## src/rtl/load_align_unit.sv

```systemverilog
// Load path for the multicycle MIPS core: one word-aligned bus read per load,
// then byte/halfword extraction or LWL/LWR merge with selectable endianness.
module load_align_unit #(
   parameter int ADDR_W     = 32,
   parameter int BIG_ENDIAN = 0
) (
   input  logic              clk,
   input  logic              rst_n,
   input  logic              req_valid,
   output logic              req_ready,
   input  logic [2:0]        req_op,
   input  logic [ADDR_W-1:0] req_addr,
   input  logic [31:0]       req_rt,
   output logic [ADDR_W-1:0] mem_address,
   output logic              mem_read,
   output logic [3:0]        mem_byteenable,
   input  logic              mem_waitrequest,
   input  logic [31:0]       mem_readdata,
   output logic              resp_valid,
   output logic [31:0]       resp_data,
   output logic              resp_err
);

   typedef enum logic [1:0] {IDLE = 2'd0, BUS = 2'd1, RESP = 2'd2} state_t;

   state_t              state_r;
   logic [2:0]          op_r;
   logic [1:0]          k_r;
   logic [31:0]         rt_r;
   logic                req_ready_r;
   logic                mem_read_r;
   logic [ADDR_W-1:0]   mem_address_r;
   logic [3:0]          mem_byteenable_r;
   logic                resp_valid_r;
   logic [31:0]         resp_data_r;
   logic                resp_err_r;

   function automatic logic is_err(input logic [2:0] op, input logic [1:0] k);
      logic e;
      case (op)
         3'b010, 3'b011: e = k[0];
         3'b100:         e = (k != 2'b00);
         3'b111:         e = 1'b1;
         default:        e = 1'b0;
      endcase
      return e;
   endfunction

   // l is the lane holding the addressed byte; lc counts the lanes above it.
   function automatic logic [31:0] merge(input logic [2:0] op, input logic [1:0] k,
                                         input logic [31:0] m, input logic [31:0] rt);
      logic [1:0]  l;
      logic [1:0]  lc;
      logic [4:0]  hsh;
      logic [7:0]  b;
      logic [15:0] h;
      logic [31:0] r;
      if (BIG_ENDIAN != 0) begin
         l   = 2'd3 - k;
         hsh = 5'd16 - {k, 3'b000};
      end else begin
         l   = k;
         hsh = {k, 3'b000};
      end
      lc = 2'd3 - l;
      b  = 8'(m >> {l, 3'b000});
      h  = 16'(m >> hsh);
      case (op)
         3'b000, 3'b001: r = {{24{b[7] & ~op[0]}}, b};
         3'b010, 3'b011: r = {{16{h[15] & ~op[0]}}, h};
         3'b100:         r = m;
         3'b101:         r = (m << {lc, 3'b000}) | (rt & ~(32'hFFFF_FFFF << {lc, 3'b000}));
         3'b110:         r = (m >> {l, 3'b000}) | (rt & ~(32'hFFFF_FFFF >> {l, 3'b000}));
         default:        r = rt;
      endcase
      return r;
   endfunction

   // Control FSM; every output is a register so reset clears them asynchronously.
   always_ff @(posedge clk or negedge rst_n) begin
      if (!rst_n) begin
         state_r          <= IDLE;
         op_r             <= 3'b000;
         k_r              <= 2'b00;
         rt_r             <= 32'h0000_0000;
         req_ready_r      <= 1'b1;
         mem_read_r       <= 1'b0;
         mem_address_r    <= {ADDR_W{1'b0}};
         mem_byteenable_r <= 4'b0000;
         resp_valid_r     <= 1'b0;
         resp_data_r      <= 32'h0000_0000;
         resp_err_r       <= 1'b0;
      end else begin
         case (state_r)
            IDLE: begin
               if (req_valid) begin
                  op_r        <= req_op;
                  k_r         <= req_addr[1:0];
                  rt_r        <= req_rt;
                  req_ready_r <= 1'b0;
                  if (is_err(req_op, req_addr[1:0])) begin
                     state_r      <= RESP;
                     resp_valid_r <= 1'b1;
                     resp_err_r   <= 1'b1;
                     resp_data_r  <= req_rt;
                  end else begin
                     state_r          <= BUS;
                     mem_read_r       <= 1'b1;
                     mem_byteenable_r <= 4'b1111;
                     mem_address_r    <= {req_addr[ADDR_W-1:2], 2'b00};
                  end
               end
            end
            BUS: begin
               if (!mem_waitrequest) begin
                  state_r          <= RESP;
                  mem_read_r       <= 1'b0;
                  mem_byteenable_r <= 4'b0000;
                  resp_valid_r     <= 1'b1;
                  resp_err_r       <= 1'b0;
                  resp_data_r      <= merge(op_r, k_r, mem_readdata, rt_r);
               end
            end
            RESP: begin
               state_r      <= IDLE;
               resp_valid_r <= 1'b0;
               req_ready_r  <= 1'b1;
            end
            default: begin
               state_r          <= IDLE;
               req_ready_r      <= 1'b1;
               mem_read_r       <= 1'b0;
               mem_byteenable_r <= 4'b0000;
               resp_valid_r     <= 1'b0;
            end
         endcase
      end
   end

   assign req_ready      = req_ready_r;
   assign mem_read       = mem_read_r;
   assign mem_address    = mem_address_r;
   assign mem_byteenable = mem_byteenable_r;
   assign resp_valid     = resp_valid_r;
   assign resp_data      = resp_data_r;
   assign resp_err       = resp_err_r;

endmodule
```

## config.mk

```make
export PLATFORM = sky130hd
export DESIGN_NAME = load_align_unit
export DESIGN_NICKNAME = d
export VERILOG_FILES = /design/src/rtl/load_align_unit.sv
export SDC_FILE = /design/constraint.sdc
export NUM_CORES = 1
export LEC_CHECK = 0
export BUFFER_PORTS_ARGS = -buffer_cell sky130_fd_sc_hd__buf_2
export CORE_UTILIZATION = 40
export DETAILED_ROUTE_END_ITERATION = 8
export GPL_TIMING_DRIVEN = 0
export PLACE_DENSITY = 0.61
export RECOVER_POWER = 100
export SYNTH_ARGS = -nofsm -noshare
export SYNTH_HDL_FRONTEND = slang
export SYNTH_SLANG_ARGS = --single-unit
```

## constraint.sdc

```tcl
create_clock -name clk -period 2.5 [get_ports clk]
set_input_delay 0.125 -clock clk [delete_from_list [all_inputs] [get_ports clk]]
set_output_delay 0.125 -clock clk [all_outputs]
set_load 0.05 [all_outputs]
```

==> metrics.md <==
| Metric | Value |
|---|---|
| Run status | `finished clean` |
| Leak | `~0.0032 uW` |
| Die Y | `approximately 120 um` |
| Critical path fanouts, max | `10` |
| R2R cell count | `7` |
| Core area | `14040 um2` |
| GR Util All Layers | `0.2745` |
| Post-Syn Area | `about 5800 um2` |
| Number of DRC markers in iteration 0 | `~320` |
| Post-layout net count | `~840` |
| Max-Cap Viols | `0` |
| Max-slew violations | `0` |
| Mapped Avg Cell Area | `11.09 um2` |
| DR pass1 iterations | `5` |
| Sum Neg Setup Slack | `0 ns` |
| Worst Path Required | `~2.8 ns` |
| Ys async rst share | `1.000` |
| Critical R2R Capture | `resp_data[20]` |
| WL per Instance | `between 20 and 25 um` |
| Crit share post-route | `0.9699` |
| Final ANT Viol Nets | `0` |
| Clock root buffer | `clkbuf_16` |
| Final setup vio count | `0` |
| Reg2reg start | `op_r[1]` |
| Largest net degree at the start of global routing | `71` |
| Final core occ | `0.5291` |
| Initial Util | `0.4148` |
| Skew final | `between 0.01 and 0.015 ns` |
| Worst hold stages | `2` |
| CTS tree | `done` |
| Top FF cell, synth | `dfrtp_1` |
| Number of synthesized flops with an enable pin | `0` |
| CTS Buffer Depth | `2` |
| Register bit total from synthesis | `between 100 and 150` |
| DRC | `0` |
| Worst hold path class | `in -> reg` |
| Least-Margin Pin Slew | `0.9467 ns` |
| Final Hold Viols | `0` |
| Vias | `approximately 5200` |
| Total CTS buffers | `9` |
| Sequential area share after synthesis | `0.4513` |
| Hold Path Origin | `req_rt[3]` |
| CP Class | `reg -> reg` |
| VDD IR-drop max | `roughly 890 uV` |
| Area Overhead vs Synth | `27.56%` |
| # H-tree levels | `3` |
| Ys Warns | `0` |
| Grt total ovfl | `0` |
| Post-DP HPWL | `between 10000 and 15000 um` |
| Clock transition at path regs | `about 0.07 ns` |
| Critical path endpoint category | `register` |
| ANT cells | `0` |
| Die area | `15050 um2` |
| Antenna violations before repair | `0` |
| # rows | `43` |
| Max-slew headroom | `0.3689` |
| Min Tclk post-route | `~2.4 ns` |
| Total power | `11120 uW` |
| Crit path DAT | `2.71 ns` |
| Clock Sinks | `around 110` |
| RD Place Congestion | `about 0.91` |
| First-pass GRT wire length | `approximately 30000 um` |
| Pwr/cell area | `approximately 1500 nW/um2` |
| FF-to-FF setup slack | `0.08 ns` |
| Post-synthesis cell count | `around 530` |
| Commonest non-fill, non-tap cell in the layout | `buf_2` |
| Postcts setup bufs | `0` |
| Io pins | `between 150 and 200` |
| Distinct cells, synth | `between 50 and 60` |
| Vias per std cell | `5.677` |
| Worst Hold End | `rt_r[3]` |
| Commonest non-fill, non-tap cells in the layout | `buf_2, dfrtp_1, clkbuf_1` |
| RSZ-0062 raised after global routing | `false` |
| Die Span X | `roughly 120 um` |
| Post-Route WL | `19720 um` |
| Crit start category | `register` |
| Fraction of layout cells with a size suffix above 1 | `0.3159` |
| # port buffers | `approximately 170` |
| Clock latency on the worst-skew pair | `0.37 ns` |
| Vias in the first global route | `about 5400` |
| Peak Freq | `0.4124 GHz` |
## synthesized netlist by cell type (6+ instances only)
library cell  instances  area, um2
o21ai_1              10      50.05
nand3_1               9      45.04
dfrtp_1             104       2603
buf_4                 6      45.04
a222oi_1              6      60.06
nor2_1               21      78.83
nand2b_1             11      68.82
nor3b_1               7      52.55
a211oi_1             18      135.1
a221o_1              18      180.2
nand2_1              40      150.1
mux2i_1              21      210.2
o221ai_1              7      61.31
mux2_2               84      945.9
o311ai_0              9      78.83
o21ai_0               6      30.03
a22o_1               11      96.34
o31ai_1              14      105.1
nor2b_1              11      68.82
clkbuf_1             15      56.30
buf_2                21      105.1
## metal layers
| layer | vias to the layer above | wire [um] | global-route usage |
|---|---|---|---|
| li1 | 2429 | - | - |
| met1 | 2554 | 8150 | 0.3399 |
| met2 | 223 | 9493 | 0.4596 |
| met3 | 40 | 1463 | 0.06227 |
| met4 | 0 | 616 | 0.1136 |
| met5 | - | 0 | 0 |
## registers in the layout, indices dropped and copies added, names as in the netlist
| name | count |
|---|---|
| k_r | 2 |
| mem_address | 30 |
| mem_byteenable | 1 |
| op_r | 3 |
| req_ready | 1 |
| resp_data | 32 |
| resp_err | 1 |
| resp_valid | 1 |
| rt_r | 32 |
| state_r | 2 |
## metrics by stage
step / hold WS (ns) / cells / instance area [um2] / worst slack, ns
3_3_place_gp: 0.3561 / 877 / 6909 / -0.02698
3_5_place_dp: 0.1324 / 878 / 6939 / -0.02000
2_1_floorplan: -0.1706 / 526 / 5828 / 0.5856
6_report: 0.007995 / 924 / 7430 / 0.07516
4_1_cts: 0.002008 / 924 / 7550 / 0.01343
5_1_grt: 0.006309 / 924 / 7430 / 0.006349
## cell families (layout without fill, tap and decap cells)
| family | Yosys count | in the layout | synth area share |
|---|---|---|---|
| AO/OA/AOI/OAI | 139 | 139 | 0.1903 |
| buffers and inverters | 52 | 270 | 0.04318 |
| flip-flops | 105 | 105 | 0.4513 |
| multiplexers | 108 | 108 | 0.2062 |
| other | 1 | 2 | 0.0006439 |
| AND/OR/NAND/NOR | 120 | 120 | 0.1083 |
## worst max-delay path, stage by stage, from the launching register on
cell	delay [ns]
dfrtp_1	0.43
clkbuf_2	0.21
nor3b_2	0.59
clkbuf_2	0.42
a22oi_1	0.10
o311ai_0	0.14
o221ai_1	0.26
o21ai_1	0.19
## how the worst max path moves through the flow
stage,from,to,slack (ns),depth (start not counted)
detailed placement,k_r[1],resp_data[15],-0.02,6
CTS,op_r[1],resp_data[20],0.01,7
global route,k_r[1],resp_data[15],0.006,5
floorplan,k_r[0],resp_data[21],0.59,6
global placement,k_r[1],resp_data[15],-0.03,6
finish,op_r[1],resp_data[20],0.08,7
## power by group
part	leakage (uW)	total [uW]	switching [uW]	internal, uW
Combinational	0.00180	6510	4470	2040
Clock	0.000151	1520	719	797
Sequential	0.00125	3100	559	2540
Total	0.00321	11100	5750	5370
## repair_timing
item / 4_1_cts / 5_1_grt
setup endpoints to repair: 1 / 6
hold endpoints to repair: 65 / 0
hold buffers: 31 / 0
resized for setup: 0 / 2
pin swaps: 0 / 0
## cell type report
class | instances | area, um2
clock buffers | 10 | 229.0
fillers | 1295 | 6613
well taps | 180 | 225.2
plain buffers | 46 | 226.5
inverters | 5 | 18.77
repair buffers | 203 | 1085
flip-flops and latches | 105 | 2629
multi-input cells | 369 | 2942
clock inverters | 6 | 75.07
No activity file was read; power rests on OpenSTA's default activity.
